File: config.mk
export PLATFORM = sky130hd
export DESIGN_NAME = lsu_flat
export DESIGN_NICKNAME = d
export VERILOG_FILES = /design/src/rtl/lsu_if.sv /design/src/rtl/lsu.sv /design/src/flat_wrapper.sv
export SDC_FILE = /design/constraint.sdc
export NUM_CORES = 1
export LEC_CHECK = 0
export BUFFER_PORTS_ARGS = -buffer_cell sky130_fd_sc_hd__clkbuf_2
export CORE_MARGIN = 8
export CORE_UTILIZATION = 48
export CTS_BUF_LIST = sky130_fd_sc_hd__clkbuf_16
export DETAILED_ROUTE_END_ITERATION = 8
export HOLD_SLACK_MARGIN = 0.03
export PLACE_DENSITY = 0.72
export SETUP_SLACK_MARGIN = 0.05
export SLEW_MARGIN = 20
export SYNTH_ARGS = -nofsm -noshare
export SYNTH_HDL_FRONTEND = slang
export SYNTH_SLANG_ARGS = --single-unit
File: constraint.sdc
create_clock -name clk -period 2 [get_ports clk]
set_input_delay 0.2 -clock clk [delete_from_list [all_inputs] [get_ports clk]]
set_output_delay 0.2 -clock clk [all_outputs]
set_load 0.02 [all_outputs]
File: src/rtl/lsu_if.sv
// Request/response and memory-port bundle for the load/store unit.
// The slave modport is the LSU's view; master is the surrounding system.
interface lsu_if;
    logic        req_valid;
    logic        req_ready;
    logic        req_write;
    logic        req_byte;
    logic        req_signed;
    logic [15:0] req_addr;
    logic [15:0] req_wdata;

    logic        resp_valid;
    logic        resp_ready;
    logic [15:0] resp_rdata;
    logic        resp_err;

    logic        mem_en;
    logic        mem_we;
    logic        mem_byte_enable;
    logic        mem_byte_select;
    logic [15:0] mem_addr;
    logic [15:0] mem_wdata;
    logic [15:0] mem_rdata;
    logic        mem_wait;

    modport slave (
        input  req_valid, req_write, req_byte, req_signed, req_addr, req_wdata,
        input  resp_ready, mem_rdata, mem_wait,
        output req_ready, resp_valid, resp_rdata, resp_err,
        output mem_en, mem_we, mem_byte_enable, mem_byte_select, mem_addr, mem_wdata
    );

    modport master (
        output req_valid, req_write, req_byte, req_signed, req_addr, req_wdata,
        output resp_ready, mem_rdata, mem_wait,
        input  req_ready, resp_valid, resp_rdata, resp_err,
        input  mem_en, mem_we, mem_byte_enable, mem_byte_select, mem_addr, mem_wdata
    );
endinterface

File: src/rtl/lsu.sv
// Single-outstanding load/store unit: registers one request, drives one
// memory cycle, waits RD_LATENCY cycles for load data and holds the response.
module lsu #(
    parameter int RD_LATENCY = 1
) (
    input  logic  clk,
    input  logic  rst,
    lsu_if.slave  bus
);

    localparam logic [1:0] LAT = 2'(RD_LATENCY);

    typedef enum logic [1:0] {IDLE, ISSUE, RDWAIT, RESP} state_t;

    state_t      state_q, state_d;
    logic        write_q, write_d;
    logic        byte_q, byte_d;
    logic        signed_q, signed_d;
    logic [15:0] addr_q, addr_d;
    logic [15:0] wdata_q, wdata_d;
    logic [1:0]  cnt_q, cnt_d;

    logic        resp_valid_q, resp_valid_d;
    logic [15:0] resp_rdata_q, resp_rdata_d;
    logic        resp_err_q, resp_err_d;

    logic        mem_en_q, mem_en_d;
    logic        mem_we_q, mem_we_d;
    logic        mem_be_q, mem_be_d;
    logic        mem_bs_q, mem_bs_d;
    logic [15:0] mem_addr_q, mem_addr_d;
    logic [15:0] mem_wdata_q, mem_wdata_d;

    logic [15:0] load_data;

    always_comb begin
        load_data = bus.mem_rdata;
        if (byte_q && signed_q) begin
            load_data = {{8{bus.mem_rdata[7]}}, bus.mem_rdata[7:0]};
        end
    end

    always_comb begin
        state_d      = state_q;
        write_d      = write_q;
        byte_d       = byte_q;
        signed_d     = signed_q;
        addr_d       = addr_q;
        wdata_d      = wdata_q;
        cnt_d        = cnt_q;
        resp_valid_d = resp_valid_q;
        resp_rdata_d = resp_rdata_q;
        resp_err_d   = resp_err_q;

        unique case (state_q)
            IDLE: begin
                if (bus.req_valid) begin
                    write_d  = bus.req_write;
                    byte_d   = bus.req_byte;
                    signed_d = bus.req_signed;
                    addr_d   = bus.req_addr;
                    wdata_d  = bus.req_wdata;
                    // Misaligned word access answers with an error and never touches memory
                    if (!bus.req_byte && bus.req_addr[0]) begin
                        state_d      = RESP;
                        resp_valid_d = 1'b1;
                        resp_err_d   = 1'b1;
                        resp_rdata_d = '0;
                    end else begin
                        state_d = ISSUE;
                    end
                end
            end
            ISSUE: begin
                if (!bus.mem_wait) begin
                    if (write_q) begin
                        state_d      = RESP;
                        resp_valid_d = 1'b1;
                        resp_err_d   = 1'b0;
                        resp_rdata_d = '0;
                    end else begin
                        state_d = RDWAIT;
                        cnt_d   = LAT;
                    end
                end
            end
            RDWAIT: begin
                if (!bus.mem_wait) begin
                    cnt_d = cnt_q - 2'd1;
                    if (cnt_q == 2'd1) begin
                        state_d      = RESP;
                        resp_valid_d = 1'b1;
                        resp_err_d   = 1'b0;
                        resp_rdata_d = load_data;
                    end
                end
            end
            RESP: begin
                if (bus.resp_ready) begin
                    state_d      = IDLE;
                    resp_valid_d = 1'b0;
                    resp_err_d   = 1'b0;
                    resp_rdata_d = '0;
                end
            end
            default: state_d = IDLE;
        endcase
    end

    // Memory controls are registered from the next state so they are live
    // exactly while the FSM sits in ISSUE and zero everywhere else.
    always_comb begin
        mem_en_d    = 1'b0;
        mem_we_d    = 1'b0;
        mem_be_d    = 1'b0;
        mem_bs_d    = 1'b0;
        mem_addr_d  = '0;
        mem_wdata_d = '0;
        if (state_d == ISSUE) begin
            mem_en_d    = 1'b1;
            mem_we_d    = write_d;
            mem_be_d    = byte_d;
            mem_bs_d    = addr_d[0];
            mem_addr_d  = {1'b0, addr_d[15:1]};
            if (write_d) begin
                mem_wdata_d = byte_d ? {wdata_d[7:0], wdata_d[7:0]} : wdata_d;
            end
        end
    end

    always_ff @(posedge clk or negedge rst) begin
        if (!rst) begin
            state_q      <= IDLE;
            write_q      <= 1'b0;
            byte_q       <= 1'b0;
            signed_q     <= 1'b0;
            addr_q       <= '0;
            wdata_q      <= '0;
            cnt_q        <= '0;
            resp_valid_q <= 1'b0;
            resp_rdata_q <= '0;
            resp_err_q   <= 1'b0;
            mem_en_q     <= 1'b0;
            mem_we_q     <= 1'b0;
            mem_be_q     <= 1'b0;
            mem_bs_q     <= 1'b0;
            mem_addr_q   <= '0;
            mem_wdata_q  <= '0;
        end else begin
            state_q      <= state_d;
            write_q      <= write_d;
            byte_q       <= byte_d;
            signed_q     <= signed_d;
            addr_q       <= addr_d;
            wdata_q      <= wdata_d;
            cnt_q        <= cnt_d;
            resp_valid_q <= resp_valid_d;
            resp_rdata_q <= resp_rdata_d;
            resp_err_q   <= resp_err_d;
            mem_en_q     <= mem_en_d;
            mem_we_q     <= mem_we_d;
            mem_be_q     <= mem_be_d;
            mem_bs_q     <= mem_bs_d;
            mem_addr_q   <= mem_addr_d;
            mem_wdata_q  <= mem_wdata_d;
        end
    end

    assign bus.req_ready       = (state_q == IDLE);
    assign bus.resp_valid      = resp_valid_q;
    assign bus.resp_rdata      = resp_rdata_q;
    assign bus.resp_err        = resp_err_q;
    assign bus.mem_en          = mem_en_q;
    assign bus.mem_we          = mem_we_q;
    assign bus.mem_byte_enable = mem_be_q;
    assign bus.mem_byte_select = mem_bs_q;
    assign bus.mem_addr        = mem_addr_q;
    assign bus.mem_wdata       = mem_wdata_q;

endmodule

File: src/flat_wrapper.sv
// flat-port wrapper written by rule: the top's interface ports become plain ports
module lsu_flat 
#(
    parameter int RD_LATENCY = 1
)
  (clk, rst, bus_req_valid, bus_req_write, bus_req_byte, bus_req_signed, bus_req_addr, bus_req_wdata, bus_resp_ready, bus_mem_rdata, bus_mem_wait, bus_req_ready, bus_resp_valid, bus_resp_rdata, bus_resp_err, bus_mem_en, bus_mem_we, bus_mem_byte_enable, bus_mem_byte_select, bus_mem_addr, bus_mem_wdata);
  lsu_if bus_i ();
  input  logic clk;
  input  logic rst;
  input wire logic [$bits(bus_i.req_valid)-1:0] bus_req_valid;
  input wire logic [$bits(bus_i.req_write)-1:0] bus_req_write;
  input wire logic [$bits(bus_i.req_byte)-1:0] bus_req_byte;
  input wire logic [$bits(bus_i.req_signed)-1:0] bus_req_signed;
  input wire logic [$bits(bus_i.req_addr)-1:0] bus_req_addr;
  input wire logic [$bits(bus_i.req_wdata)-1:0] bus_req_wdata;
  input wire logic [$bits(bus_i.resp_ready)-1:0] bus_resp_ready;
  input wire logic [$bits(bus_i.mem_rdata)-1:0] bus_mem_rdata;
  input wire logic [$bits(bus_i.mem_wait)-1:0] bus_mem_wait;
  output wire logic [$bits(bus_i.req_ready)-1:0] bus_req_ready;
  output wire logic [$bits(bus_i.resp_valid)-1:0] bus_resp_valid;
  output wire logic [$bits(bus_i.resp_rdata)-1:0] bus_resp_rdata;
  output wire logic [$bits(bus_i.resp_err)-1:0] bus_resp_err;
  output wire logic [$bits(bus_i.mem_en)-1:0] bus_mem_en;
  output wire logic [$bits(bus_i.mem_we)-1:0] bus_mem_we;
  output wire logic [$bits(bus_i.mem_byte_enable)-1:0] bus_mem_byte_enable;
  output wire logic [$bits(bus_i.mem_byte_select)-1:0] bus_mem_byte_select;
  output wire logic [$bits(bus_i.mem_addr)-1:0] bus_mem_addr;
  output wire logic [$bits(bus_i.mem_wdata)-1:0] bus_mem_wdata;
  assign bus_i.req_valid = bus_req_valid;
  assign bus_i.req_write = bus_req_write;
  assign bus_i.req_byte = bus_req_byte;
  assign bus_i.req_signed = bus_req_signed;
  assign bus_i.req_addr = bus_req_addr;
  assign bus_i.req_wdata = bus_req_wdata;
  assign bus_i.resp_ready = bus_resp_ready;
  assign bus_i.mem_rdata = bus_mem_rdata;
  assign bus_i.mem_wait = bus_mem_wait;
  assign bus_req_ready = bus_i.req_ready;
  assign bus_resp_valid = bus_i.resp_valid;
  assign bus_resp_rdata = bus_i.resp_rdata;
  assign bus_resp_err = bus_i.resp_err;
  assign bus_mem_en = bus_i.mem_en;
  assign bus_mem_we = bus_i.mem_we;
  assign bus_mem_byte_enable = bus_i.mem_byte_enable;
  assign bus_mem_byte_select = bus_i.mem_byte_select;
  assign bus_mem_addr = bus_i.mem_addr;
  assign bus_mem_wdata = bus_i.mem_wdata;
  lsu #(.RD_LATENCY(RD_LATENCY)) u_core (.clk(clk), .rst(rst), .bus(bus_i));
endmodule
# Word level (Yosys, flattened, before mapping)
# Index checks and enable logic that the tools add are counted.
# Widths: inputs -> output; s select.
# word_totals
rom_bits	0
inputBits	56
ramBits	0
elab_cells	88
output_inout_bits	55
register_bits	92
mem_count	0
latchBits	0
# op_classes
bitwise	0
n_shift	0
eq_ne	13
multipliers	0
reduce_logical	8
order_cmp	0
n_mux	50
n_div	0
add_sub_neg	1
# ops
op	n
$mux 16	15
$pmux 16 s4	1
$mux 1	20
$mux 2	9
$mux 15	1
$ne 2x2->1 const B	5
$pmux 1 s4	2
$pmux 2 s4	1
$reduce_and 7->1	1
$eq 2x1->1 const B	3
$ne 2x1->1 const B	3
$eq 2x2->1 const B	2
$pmux 2 s2	1
$reduce_and 4->1	1
$logic_and 1x1->1	2
$logic_not 2->1	1
$reduce_and 2->1	1
$reduce_bool 2->1	1
$sub 2x1->2 const B	1
$logic_not 1->1	1

# Depth between registers and ports, before layout
# Gate-level depths: netlist of the first run.
# depth
depth_word	7
mapped_depth	7
mapped_depth_nobuf	6

# Least setup slack after synthesis of the first run
# OpenSTA, ideal clock, no wires.
# synth_path
kind	register to register
from	register u_core.state_q[0]
to	register u_core.resp_rdata_q[15] (netlist: u_core.bus.resp_rdata[15])
setup_slack_ns	0.300
path_buffers	2
path_stages_with_launch	7
period_less_slack_ns	1.700
t_required_ns	1.875
setup_time_ns	0.125
arrival_ns	1.575
path_cell_list	dfrtp_1 buf_4 or2b_1 a2bb2oi_2 o311ai_4 buf_6 mux2_4
# synth_between
elab_chain_len	3
elab_cells_between_ends	13
classes_between	eq/ne: 10; mux: 1; reduce/logical: 2
# synth_rtl
element	line_no	rtl
start: declaration	lsu.sv:15	state_t state_q, state_d;
start signal: assignment	lsu.sv:150	state_q <= state_d;
$eq 2x2->1, or another cell as far along	lsu.sv:55	unique case (state_q)
$ne 2x1->1 (no source line) / $ne 2x2->1 (equally long branches)	-	
$reduce_and 7->1 (no source line)	-	
end signal: assignment	lsu.sv:158	resp_rdata_q <= resp_rdata_d;
end: declaration	lsu.sv:24	logic [15:0] resp_rdata_q, resp_rdata_d;
# Several ways; a longest one is shown, not always the timed one.
# A chain may end at the register's enable or synchronous reset.

# Worst setup path after layout of the first run
# layout_path
from	register u_core.state_q[1]
to	register u_core.resp_rdata_q[5] (netlist: u_core.bus.resp_rdata[5])
# The elaborated chain is that of the path after synthesis.

==> summary.md, run 1 <==
| Metric | Value |
|---|---|
| Max-capacitance violation count | 0 |
| Via count | 2409 |
| Pwr Total | 0.00838 W |
| Worst path arrival time | just over 2000 ps |
| Critical Path End | u_core.bus.resp_rdata[5] |
| GR peak layer | met2 |
| Netlist area before placement | 3650 um2 |
| Final nets | roughly 450 |
| Worst setup slack for register-to-register paths | 200 ps |
| Antenna cell count | 0 |
| Die area | 10700 um2 |
| TNS Setup | 0 ps |
| Routing usage on met2 | 24.4% |
| Total Wirelength | 7850 um |
| Met1 usage in global routing | between 10% and 20% |
| Number of I/O pins | 111 |
| Cell Chain, Critical Path | o311ai_4 -> buf_4 -> mux2i_1 |
| RSZ-0062 raised after global routing | false |
| Layout fillers | 648 |
| Critical setup path kind | reg -> reg |
| Footprint of the multi-input gates | ~1200 um2 |
| Clock Tree Root | sky130_fd_sc_hd__clkbuf_16 |
| Capturing point of the worst reg2reg path | u_core.bus.resp_rdata[5] |
| Via count normalized by instance count | 4.85 |
| Worst slew margin relative to its limit | 49.9% |
| Source-to-sink clock delay at the later pin of the worst-skew pair | 330 ps |
| Fraction of synthesized cell area taken by the top area cell type | 63.1% |
| Worst slack on hold paths | 103 ps |
| Largest buffer count on any clock path | 2 |
| Status | finished, final reports clean |
| Number of distinct library cells after synthesis | 37 |
| Starting density of the core | 48.5% |
| Met3 Track Usage GR | 4.75% |
| Fraction of final layout cells sized beyond drive strength 1 | 47.8% |
| Final weighted congestion in routability-driven placement | 0.758 |
| Initial antenna violation count | 0 |
| Number of post-CTS setup repair buffers | 0 |
| Path category of the worst min-delay check | in -> reg |
| Synth-to-layout area growth | 29.5% |
| H-Tree Level Count | 3 |
| Leading register cell type out of synthesis | sky130_fd_sc_hd__dfrtp_1 |
| Width of the chip | between 100 and 150 um |
| Sequential Area | around 2300 um2 |
| Slew at the pin closest to its max-slew limit | 750 ps |
| Clock-pin slew of the registers on the worst-case setup and hold paths | 60 ps |
| Sequential area share after synthesis | 63.1% |
| Reg2Reg Launch Point | u_core.state_q[1] |
| Clock buffer count from CTS | 9 |
| Number of global-route vias before repair | 2571 |
| Cell Pwr Density | roughly 1800 nW/um2 |
| Cell types with the highest counts after synthesis | sky130_fd_sc_hd__dfrtp_1, sky130_fd_sc_hd__mux2_2, sky130_fd_sc_hd__nand2_1 |
| Number of warning messages in the yosys log | 0 |
| Worst setup path startpoint | u_core.state_q[1] |
| Synth async-reset ratio | 100% |
| Highest ir drop seen on vdd | 0.996 mV |
| Pin count of the biggest net entering global routing | 44 |
| Critical Path Slowest Stage Cell | sky130_fd_sc_hd__o311ai_4 |
| Number of DRC violations after detailed routing | 0 |
| Post-DRT Antenna Nets | 0 |
| Overall die height | ~100 um |
| Mapped Avg Cell Area | between 10 and 15 um2 |
| Clock sinks | 92 |
| Synth area leader | sky130_fd_sc_hd__dfrtp_1 |
| Category of the worst setup path launch point | flop |
| TritonRoute pass-1 iters | 4 |
| Synthesized netlist net count | 325 |
| Most frequent cell after synthesis | sky130_fd_sc_hd__dfrtp_1 |
| Overall fraction of global-route tracks in use | approximately 15% |
| Worst endpoint required time | 2240 ps |
| Clk_skew | 6.39 ps |
| Global-route congestion overflow total | 0 |
| Final Slew Violations | 0 |
| Final-report setup violation count | 0 |
| Flops & latches, synth | 92 |
| Crit-path max FO | 15 |
| Instance count of the mapped netlist | 268 |
| CTS tree | done |
| Synth top area cells | sky130_fd_sc_hd__dfrtp_1, sky130_fd_sc_hd__mux2_2, sky130_fd_sc_hd__mux2i_1 |
| Period utilization | 90.2% |
| Initial DRC count | 50 |
| Half-perimeter wire length after detailed placement | 5790 um |
| Leakage | 2.46 nW |
| Number of hold-slack violations in the final timing report | 0 |
| Critical path capture point type | flop |
| Site row count | 32 |
| Total of buffers placed on input and output ports | 109 |
| First-pass GRT wire length | 12500 um |
| Shortest period the worst path allows | 1800 ps |
| Wire length per cell | 15.8 um |
| Achievable frequency | approximately 550 MHz |
| Core region area | ~7500 um2 |
| Delay of the slowest cell on the worst path | 700 ps |
| Number of cells on the worst reg-to-reg path | 3 |
| Number of enable flip-flop cells after synthesis | 0 |
==> repair_timing <==
action | in CTS | in global routing
resized for setup | 0 | 3
setup endpoints to repair | 0 | 28
hold endpoints to repair | 41 | 0
hold buffers | 1 | 0
==> logic make-up (layout without fill, tap and decap cells) <==
| logic type | count (synthesis) | in the layout | synth area share (%) |
|---|---|---|---|
| AO/OA/AOI/OAI | 19 | 19 | 4.39 |
| multiplexers | 61 | 61 | 18.6 |
| AND/OR/NAND/NOR | 68 | 68 | 9.84 |
| other | 1 | 1 | 0.103 |
| buffers and inverters | 26 | 153 | 3.63 |
| adder cells (fa/ha/maj) | 1 | 1 | 0.343 |
| flip-flops | 92 | 92 | 63.1 |
==> layout by cell type, fill, tap and decap left out, types with 10 or more instances in the layout <==
| master | count |
|---|---|
| sky130_fd_sc_hd__clkbuf_2 | 108 |
| sky130_fd_sc_hd__dfrtp_1 | 90 |
| sky130_fd_sc_hd__mux2_2 | 42 |
| sky130_fd_sc_hd__nand2_1 | 21 |
| sky130_fd_sc_hd__mux2i_1 | 17 |
| sky130_fd_sc_hd__and3_1 | 16 |
| sky130_fd_sc_hd__inv_1 | 12 |
| sky130_fd_sc_hd__buf_4 | 12 |
| sky130_fd_sc_hd__nor2b_1 | 11 |
| sky130_fd_sc_hd__nor2_1 | 10 |
==> power by group <==
group          switching [W]  total (W)  internal (W)
clock               0.000669    0.00176       0.00109
combinational        0.00197    0.00355       0.00158
sequential          0.000379    0.00308       0.00270
==> metrics by stage <==
stage               setup WS [ps]  cell area (um2)  utilization (%)  cells
detailed placement           96.5             4390             58.3    480
floorplan                     300             3650                -    268
global route                 75.9             4730             62.8    497
global placement              156             4390             58.3    480
CTS                          85.1             4720             62.7    497
finish                        195             4730             62.8    497
==> routing by layer <==
layer	vias to the layer above	wire length (um)
met3	7	565
met5	-	0
met2	65	3850
li1	1154	-
met4	0	107
met1	1183	3330
==> sequential cells by signal, summed over array words and instances (netlist names), 2 cells and up <==
name                   count
u_core.addr_q             16
u_core.bus.mem_addr       15
u_core.bus.mem_wdata      16
u_core.bus.resp_rdata     16
u_core.cnt_q               2
u_core.state_q             2
u_core.wdata_q            16
==> how the worst min path moves through the flow <==
stage / start / endpoint / slack, ps / depth (start not counted)
2_1_floorplan: rst / u_core.addr_q[0] / -100 / 0
6_report: bus_mem_rdata[6] / u_core.bus.resp_rdata[6] / 100 / 3
3_3_place_gp: rst / u_core.bus.mem_addr[5] / 220 / 1
3_5_place_dp: rst / u_core.bus.mem_addr[1] / 230 / 1
5_1_grt: bus_mem_rdata[2] / u_core.bus.resp_rdata[2] / 100 / 3
4_1_cts: bus_mem_rdata[6] / u_core.bus.resp_rdata[6] / 90 / 3
==> critical path, delay by kind of cell, from the launching register on <==
kind | cells | cell delay (ps)
buf+inv | 1 | 290
mux | 1 | 220
compound gates | 1 | 700
flops | 1 | 500
==> final cells by class <==
cell class / instances / area share, %
inverter: 13 / 1.03
clock inverter: 7 / 1.93
multi-input combinational: 150 / 26.0
timing repair buffer: 124 / 14.8
clock buffer: 9 / 4.76
sequential: 92 / 48.8
tap: 102 / 2.70
No activity file was read; power rests on OpenSTA's default activity.
==> run 2, diff against run 1 <==
--- a/config.mk
+++ b/config.mk
@@ -12,6 +12,7 @@
 export DETAILED_ROUTE_END_ITERATION = 8
 export HOLD_SLACK_MARGIN = 0.03
 export PLACE_DENSITY = 0.72
+export RECOVER_POWER = 100
 export SETUP_SLACK_MARGIN = 0.05
 export SLEW_MARGIN = 20
 export SYNTH_ARGS = -nofsm -noshare
==> summary.md, run 2 (same netlist as run 1, synthesis figures left out) <==
| Metric | Value |
|---|---|
| Number of DRC violations after detailed routing | 0 (unchanged) |
| Path category of the worst min-delay check | in -> reg |
| Footprint of the multi-input gates | 1220 um2 (-0.31%) |
| Wire length per cell | 15.9 um (+0.67%) |
| Crit-path max FO | 15 (unchanged) |
| Via count | 2416 (+0.29%) |
| Clock buffer count from CTS | 9 (unchanged) |
| Delay of the slowest cell on the worst path | 500 ps (-200 ps) |
| Final weighted congestion in routability-driven placement | 0.758 (unchanged) |
| Cell family with the largest share of critical-path delay | compound AO/OA/AOI/OAI gates |
| Worst-case setup slack after placement | 96.5 ps (unchanged) |
| Clock-pin slew of the registers on the worst-case setup and hold paths | 60 ps (about the same) |
| Clk_skew | 6.52 ps (+0.128 ps) |
| Site row count | 32 (unchanged) |
| Slew at the pin closest to its max-slew limit | 1090 ps (+339 ps) |
| Fraction of final layout cells sized beyond drive strength 1 | 31.1% (-17 points) |
| Pwr Total | 0.00822 W (-1.9%) |
| TNS Setup | 0 ps (unchanged) |
| Hold Startpoint | bus_mem_rdata[6] |
| Source-to-sink clock delay at the later pin of the worst-skew pair | 330 ps (about the same) |
| Total buffers and inverters traversed by the critical path | 0 (-1) |
| Hold path depth | 3 (unchanged) |
| Global-route congestion overflow total | 0 (unchanged) |
| First-pass GRT wire length | 12500 um (unchanged) |
| Clock sinks | 92 (unchanged) |
| Sequential Area | 2300 um2 (unchanged) |
| Commonest cells after routing, fill and taps aside | sky130_fd_sc_hd__dfrtp_1, sky130_fd_sc_hd__clkbuf_2, sky130_fd_sc_hd__clkbuf_1, sky130_fd_sc_hd__mux2_2, sky130_fd_sc_hd__nand2_1 |
| Max-capacitance violation count | 0 (unchanged) |
| Starting density of the core | 48.5% (unchanged) |
| Clock Tree Root | sky130_fd_sc_hd__clkbuf_16 |
| Width of the chip | 103 um (unchanged) |
| Worst setup slack for register-to-register paths | 200 ps (about the same) |
| Leakage | 2.28 nW (-7.5%) |
| Number of I/O pins | 111 (unchanged) |
| RSZ-0062 raised after global routing | false |
| Core region area | 7530 um2 (unchanged) |
| Layout fillers | 666 (+2.8%) |
| Critical setup path kind | reg -> reg |
| Critical Path Slowest Stage Cell | sky130_fd_sc_hd__dfrtp_2 |
| Category of the worst setup path launch point | flop |
| Half-perimeter wire length after detailed placement | 5790 um (unchanged) |
| Antenna cell count | 0 (unchanged) |
| Total of buffers placed on input and output ports | 109 (unchanged) |
| Overall die height | 103 um (unchanged) |
| Number of cells on the worst reg-to-reg path | 4 (+1) |
| Reg2Reg Launch Point | u_core.state_q[1] |
| Synth-to-layout area growth | 27.3% |
| Final-report setup violation count | 0 (unchanged) |
| Cell Pwr Density | 1770 nW/um2 (-0.29%) |
| Status | finished, final reports clean |
| Via count normalized by instance count | 4.86 (+0.29%) |
| Number of global-route vias before repair | 2571 (unchanged) |
| Most common library cell in the layout ignoring fill and taps | sky130_fd_sc_hd__dfrtp_1 |
| Overall fraction of global-route tracks in use | 15.4% (unchanged) |
| CTS tree | done |
| Largest buffer count on any clock path | 2 (unchanged) |
| Initial antenna violation count | 0 (unchanged) |
| Capturing point of the worst reg2reg path | u_core.bus.resp_rdata[15] |
| TritonRoute pass-1 iters | 4 (unchanged) |
| Final nets | 447 (unchanged) |
| Final Slew Violations | 0 (unchanged) |
| Number of standard cells in the final layout excluding fillers | 497 (unchanged) |
| Post-DRT Antenna Nets | 0 (unchanged) |
| Worst endpoint required time | 2200 ps (-40 ps) |
| Number of hold-slack violations in the final timing report | 0 (unchanged) |
| Initial DRC count | 45 (-10%) |
| Achievable frequency | 555 MHz (+0.10%) |
| Shortest period the worst path allows | 1800 ps (-1.84 ps) |
| Die area | 10700 um2 (unchanged) |
| Number of post-CTS setup repair buffers | 0 (unchanged) |
| Worst setup margin | 197 ps (+1.84 ps) |
| Pin count of the biggest net entering global routing | 44 (unchanged) |
| Critical path capture point type | flop |
| Placed cell count | 480 (unchanged) |
| Period utilization | 90.1% (-0.092 points) |
| Cell Chain, Critical Path | nor2b_1 -> o21ai_0 -> o311ai_4 -> mux2_1 |
| Highest ir drop seen on vdd | 0.991 mV (-0.53%) |
| Total Wirelength | 7910 um (+0.67%) |
| Worst slew margin relative to its limit | 27.4% (-22 points) |
| Terminating pin of the worst hold path | u_core.bus.resp_rdata[6] |
| H-Tree Level Count | 3 (unchanged) |
| Worst path arrival time | 2010 ps (-40 ps) |
==> run 2: cell types whose count changed in the layout (fill, tap and decap cells not counted), sizes merged <==
| cell | before | now |
|---|---|---|
| buf | 15 | 13 |
| clkbuf | 117 | 119 |
==> run 2: worst max path at each step <==
stage                      start                        end  slack (ps)  cells past startpoint
2_1_floorplan  u_core.state_q[0]  u_core.bus.resp_rdata[15]         300                      6
3_3_place_gp   u_core.state_q[0]   u_core.bus.resp_rdata[2]         160                      3
3_5_place_dp   u_core.state_q[0]   u_core.bus.resp_rdata[5]         100                      3
4_1_cts        u_core.state_q[0]   u_core.bus.resp_rdata[5]          90                      3
5_1_grt        u_core.state_q[1]   u_core.bus.resp_rdata[5]          90                      5
6_report       u_core.state_q[1]  u_core.bus.resp_rdata[15]         200                      4
==> run 2: final cells by class <==
type | count | area share (%)
repair buffers | 124 | 13.5
inverters | 13 | 1.05
clock inverters | 7 | 1.96
flip-flops and latches | 92 | 49.6
multi-input cells | 150 | 26.3
well taps | 102 | 2.74
clock buffers | 9 | 4.84
==> run 2: what timing repair did <==
item / in CTS / in global routing
hold buffers: 1 / 0
endpoints found under the hold margin: 41 / 0
resized for setup: 0 / 3
endpoints found under the setup margin: 0 / 28
==> run 2: layer usage <==
| metal | part of all wire [%] | vias to the layer above | track usage (%) |
|---|---|---|---|
| met5 | 0 | - | 0 |
| met4 | 1.3 | 0 | 6.34 |
| met3 | 7.4 | 9 | 4.75 |
| met2 | 49 | 63 | 24.4 |
| met1 | 42 | 1195 | 19.4 |
| li1 | - | 1149 | - |
==> run 2: report_power, final <==
group / internal [W] / switching (W) / total [W] / leakage, nW
logic: 0.00141 / 0.00198 / 0.00339 / 0.957
registers: 0.00270 / 0.000373 / 0.00307 / 1.17
clock network: 0.00109 / 0.000677 / 0.00176 / 0.147
==> run 2: worst reg2reg max path: cells and delay by family (launching register included) <==
kind | cells | cell delay (ps)
mux | 1 | 400
simple gates | 1 | 180
compound gates | 2 | 600
flops | 1 | 500
==> run 2: through the flow <==
| step | hold slack (ps) | utilization, % | instance area (um2) |
|---|---|---|---|
| global placement | 223 | 58.3 | 4390 |
| detailed placement | 232 | 58.3 | 4390 |
| floorplan | -95.6 | - | 3650 |
| finish | 103 | 61.8 | 4650 |
| global route | 105 | 61.8 | 4650 |
| CTS | 92.1 | 62.7 | 4720 |
==> run 3, diff against run 2 <==
--- a/config.mk
+++ b/config.mk
@@ -5,13 +5,13 @@
 export SDC_FILE = /design/constraint.sdc
 export NUM_CORES = 1
 export LEC_CHECK = 0
-export BUFFER_PORTS_ARGS = -buffer_cell sky130_fd_sc_hd__clkbuf_2
+export BUFFER_PORTS_ARGS = -buffer_cell sky130_fd_sc_hd__buf_2
 export CORE_MARGIN = 8
-export CORE_UTILIZATION = 48
-export CTS_BUF_LIST = sky130_fd_sc_hd__clkbuf_16
+export CORE_UTILIZATION = 53
+export CTS_BUF_LIST = sky130_fd_sc_hd__clkbuf_4 sky130_fd_sc_hd__clkbuf_8
 export DETAILED_ROUTE_END_ITERATION = 8
 export HOLD_SLACK_MARGIN = 0.03
-export PLACE_DENSITY = 0.72
+export PLACE_DENSITY = 0.79
 export RECOVER_POWER = 100
 export SETUP_SLACK_MARGIN = 0.05
 export SLEW_MARGIN = 20
==> summary.md, run 3 (same netlist as run 1, synthesis figures left out) <==
| Metric | Value |
|---|---|
| Internal power of the cells | 0.00479 W (-7.7%) |
| Worst path arrival time | 2100 ps (+90 ps) |
| Final nets | 447 (unchanged) |
| Final weighted congestion in routability-driven placement | 0.773 (+1.9%) |
| Core region area | 6720 um2 (-11%) |
| Reg2Reg Launch Point | u_core.state_q[1] |
| Die area | 9800 um2 (-8.0%) |
| Net switching power of the design | 0.00301 W (-0.77%) |
| Hold path depth | 3 (unchanged) |
| Terminating pin of the worst hold path | u_core.bus.resp_rdata[1] |
| Capturing point of the worst reg2reg path | u_core.bus.mem_wdata[14] |
| Total buffers and inverters traversed by the critical path | 2 (+2) |
| Antenna cell count | 0 (unchanged) |
| Critical path capture point type | flop |
| Final std cell area, no fill | 4510 um2 (-3.0%) |
| Number of standard cells in the final layout excluding fillers | 475 (-4.4%) |
| Cell area after placement | 4360 um2 (-0.63%) |
| Initial antenna violation count | 0 (unchanged) |
| Via count normalized by instance count | 5.11 (+5.2%) |
| Power share of the sequential group | 39.1% (+1.8 points) |
| Clk_skew | 5.87 ps (-0.653 ps) |
| Most common library cell in the layout ignoring fill and taps | sky130_fd_sc_hd__dfrtp_1 |
| Cell family with the largest share of critical-path delay | flip-flops |
| Number of DRC violations after detailed routing | 0 (unchanged) |
| Path category of the worst min-delay check | in -> reg |
| Share of total power consumed by net switching | 38.6% (+1.7 points) |
| Worst endpoint required time | 2240 ps (+40 ps) |
| Final Slew Violations | 0 (unchanged) |
| Synth-to-layout area growth | 23.5% |
| Clock buffer count from CTS | 9 (unchanged) |
| Worst slack on hold paths | 84.9 ps (-17.9 ps) |
| Fraction of final layout cells sized beyond drive strength 1 | 29.4% (-1.8 points) |
| Post-DRT Antenna Nets | 0 (unchanged) |
| Combinational share of power | 43.4% (+2.2 points) |
| Wire length per cell | 16.7 um (+5.0%) |
| Leakage | 2.23 nW (-2.2%) |
| Number of hold-slack violations in the final timing report | 0 (unchanged) |
| Overall die height | 99 um (-4.1%) |
| Via count | 2428 (+0.50%) |
| Achievable frequency | 538 MHz (-3.1%) |
| Placed cell count | 458 (-4.6%) |
| Shortest period the worst path allows | 1860 ps (+57.6 ps) |
| Site row count | 30 (-6.3%) |
| Clock-pin slew of the registers on the worst-case setup and hold paths | 90 ps (+30 ps) |
| Status | finished, final reports clean |
| Clock Tree Root | sky130_fd_sc_hd__clkbuf_8 |
| Total Wirelength | 7940 um (+0.37%) |
| TritonRoute pass-1 iters | 4 (unchanged) |
| TNS Setup | 0 ps (unchanged) |
| Number of global-route vias before repair | 2719 (+5.8%) |
| Number of post-CTS setup repair buffers | 0 (unchanged) |
| Width of the chip | 99 um (-4.1%) |
| Global-route congestion overflow total | 0 (unchanged) |
| Pin count of the biggest net entering global routing | 39 (-11%) |
| Source-to-sink clock delay at the later pin of the worst-skew pair | 350 ps (+20 ps) |
| Number of I/O pins | 111 (unchanged) |
| Category of the worst setup path launch point | flop |
| Final-report setup violation count | 0 (unchanged) |
| First-pass GRT wire length | 13100 um (+5.4%) |
| H-Tree Level Count | 3 (unchanged) |
| Largest buffer count on any clock path | 2 (unchanged) |
| RSZ-0062 raised after global routing | true |
| Highest ir drop seen on vdd | 0.793 mV (-20%) |
| Critical setup path kind | reg -> reg |
| Starting density of the core | 54.3% (+5.8 points) |
| Layout fillers | 567 (-15%) |
| Pwr Total | 0.00780 W (-5.1%) |
| Cell Chain, Critical Path | nor3b_2 -> buf_12 -> mux2i_4 -> buf_12 -> mux2i_1 -> nor2_1 |
| Hold Startpoint | bus_mem_rdata[1] |
| Crit path top cell by count | sky130_fd_sc_hd__buf_12 |
| Slew at the pin closest to its max-slew limit | 875 ps (-214 ps) |
| Power share of the clock group | 17.6% (-3.9 points) |
| Delay of the slowest cell on the worst path | 530 ps (+30 ps) |
| Commonest cells after routing, fill and taps aside | sky130_fd_sc_hd__dfrtp_1, sky130_fd_sc_hd__clkbuf_1, sky130_fd_sc_hd__buf_2, sky130_fd_sc_hd__mux2_2, sky130_fd_sc_hd__nand2_1 |
| Overall fraction of global-route tracks in use | 16.8% (+1.4 points) |
| Critical Path Slowest Stage Cell | sky130_fd_sc_hd__dfrtp_1 |
| Initial DRC count | 65 (+44%) |
| CTS tree | done |
| Cell Pwr Density | 1730 nW/um2 (-2.2%) |
| Half-perimeter wire length after detailed placement | 5890 um (+1.8%) |
| Clock sinks | 92 (unchanged) |
| Period utilization | 93.0% (+2.9 points) |
| Worst slew margin relative to its limit | 41.6% (+14 points) |
| Number of cells on the worst reg-to-reg path | 6 (+2) |
| Total of buffers placed on input and output ports | 109 (unchanged) |
| Worst setup slack for register-to-register paths | 140 ps (-60 ps) |
| Crit-path max FO | 20 (+5) |
| Max-capacitance violation count | 0 (unchanged) |
## run 3: cell types whose count changed in the layout (fill, tap and decap cells not counted), moves of 6 or more
cell	change
sky130_fd_sc_hd__clkbuf_8	+9
sky130_fd_sc_hd__mux2_1	+6
sky130_fd_sc_hd__clkbuf_2	-52
sky130_fd_sc_hd__clkbuf_16	-9
sky130_fd_sc_hd__buf_2	+54
sky130_fd_sc_hd__mux2_2	-6
## run 3: area by class of cell
class | count | area [um2] | area share [%]
flip-flops and latches | 92 | 2300 | 51.1
multi-input cells | 150 | 1220 | 27.2
repair buffers | 124 | 609 | 13.5
clock buffers | 9 | 124 | 2.75
well taps | 80 | 100 | 2.22
clock inverters | 7 | 98.8 | 2.19
inverters | 13 | 48.8 | 1.08
## run 3: worst max-delay path by stage
stage / slack (ps) / end / depth (start not counted) / from
floorplan: 300 / u_core.bus.resp_rdata[15] / 6 / u_core.state_q[0]
global placement: 120 / u_core.bus.mem_wdata[15] / 5 / u_core.state_q[1]
detailed placement: 60 / u_core.bus.mem_wdata[4] / 5 / u_core.state_q[1]
CTS: 50 / u_core.bus.mem_wdata[3] / 5 / u_core.state_q[1]
global route: 30 / u_core.bus.mem_wdata[10] / 6 / u_core.state_q[1]
finish: 140 / u_core.bus.mem_wdata[14] / 6 / u_core.state_q[1]
## run 3: metal layers
layer	track usage [%]	routed length [um]	vias to the layer above
met5	0	0	-
met4	6.85	141	0
met3	5.57	485	12
met2	27.4	3840	64
met1	20.1	3460	1201
li1	-	-	1151
## run 3: stage by stage
stage               setup slack [ps]  utilization [%]
finish                           140             67.1
global route                    34.5             67.1
detailed placement              56.2             64.9
global placement                 120             64.9
CTS                             50.6             68.4
floorplan                        300                -
## run 3: what timing repair did
| item | CTS | global route |
|---|---|---|
| resized for setup | 0 | 1 |
| setup endpoints to repair | 0 | 17 |
| endpoints found under the hold margin | 34 | 0 |
| hold buffers | 1 | 0 |
## run 3: power by group through the flow
stage / Sequential [W] / Combinational, W / Clock, W
global placement: 0.00304 / 0.00351 / 0
finish: 0.00305 / 0.00338 / 0.00137
detailed placement: 0.00308 / 0.00362 / 0
CTS: 0.00304 / 0.00362 / 0.00141
floorplan: 0.00354 / 0.00198 / 0
global route: 0.00314 / 0.00368 / 0.00148
## run 3: worst min-delay path, stage by stage
cell and delay, ps:
sky130_fd_sc_hd__buf_2 100, sky130_fd_sc_hd__nand2_1 50, sky130_fd_sc_hd__mux2i_1 50
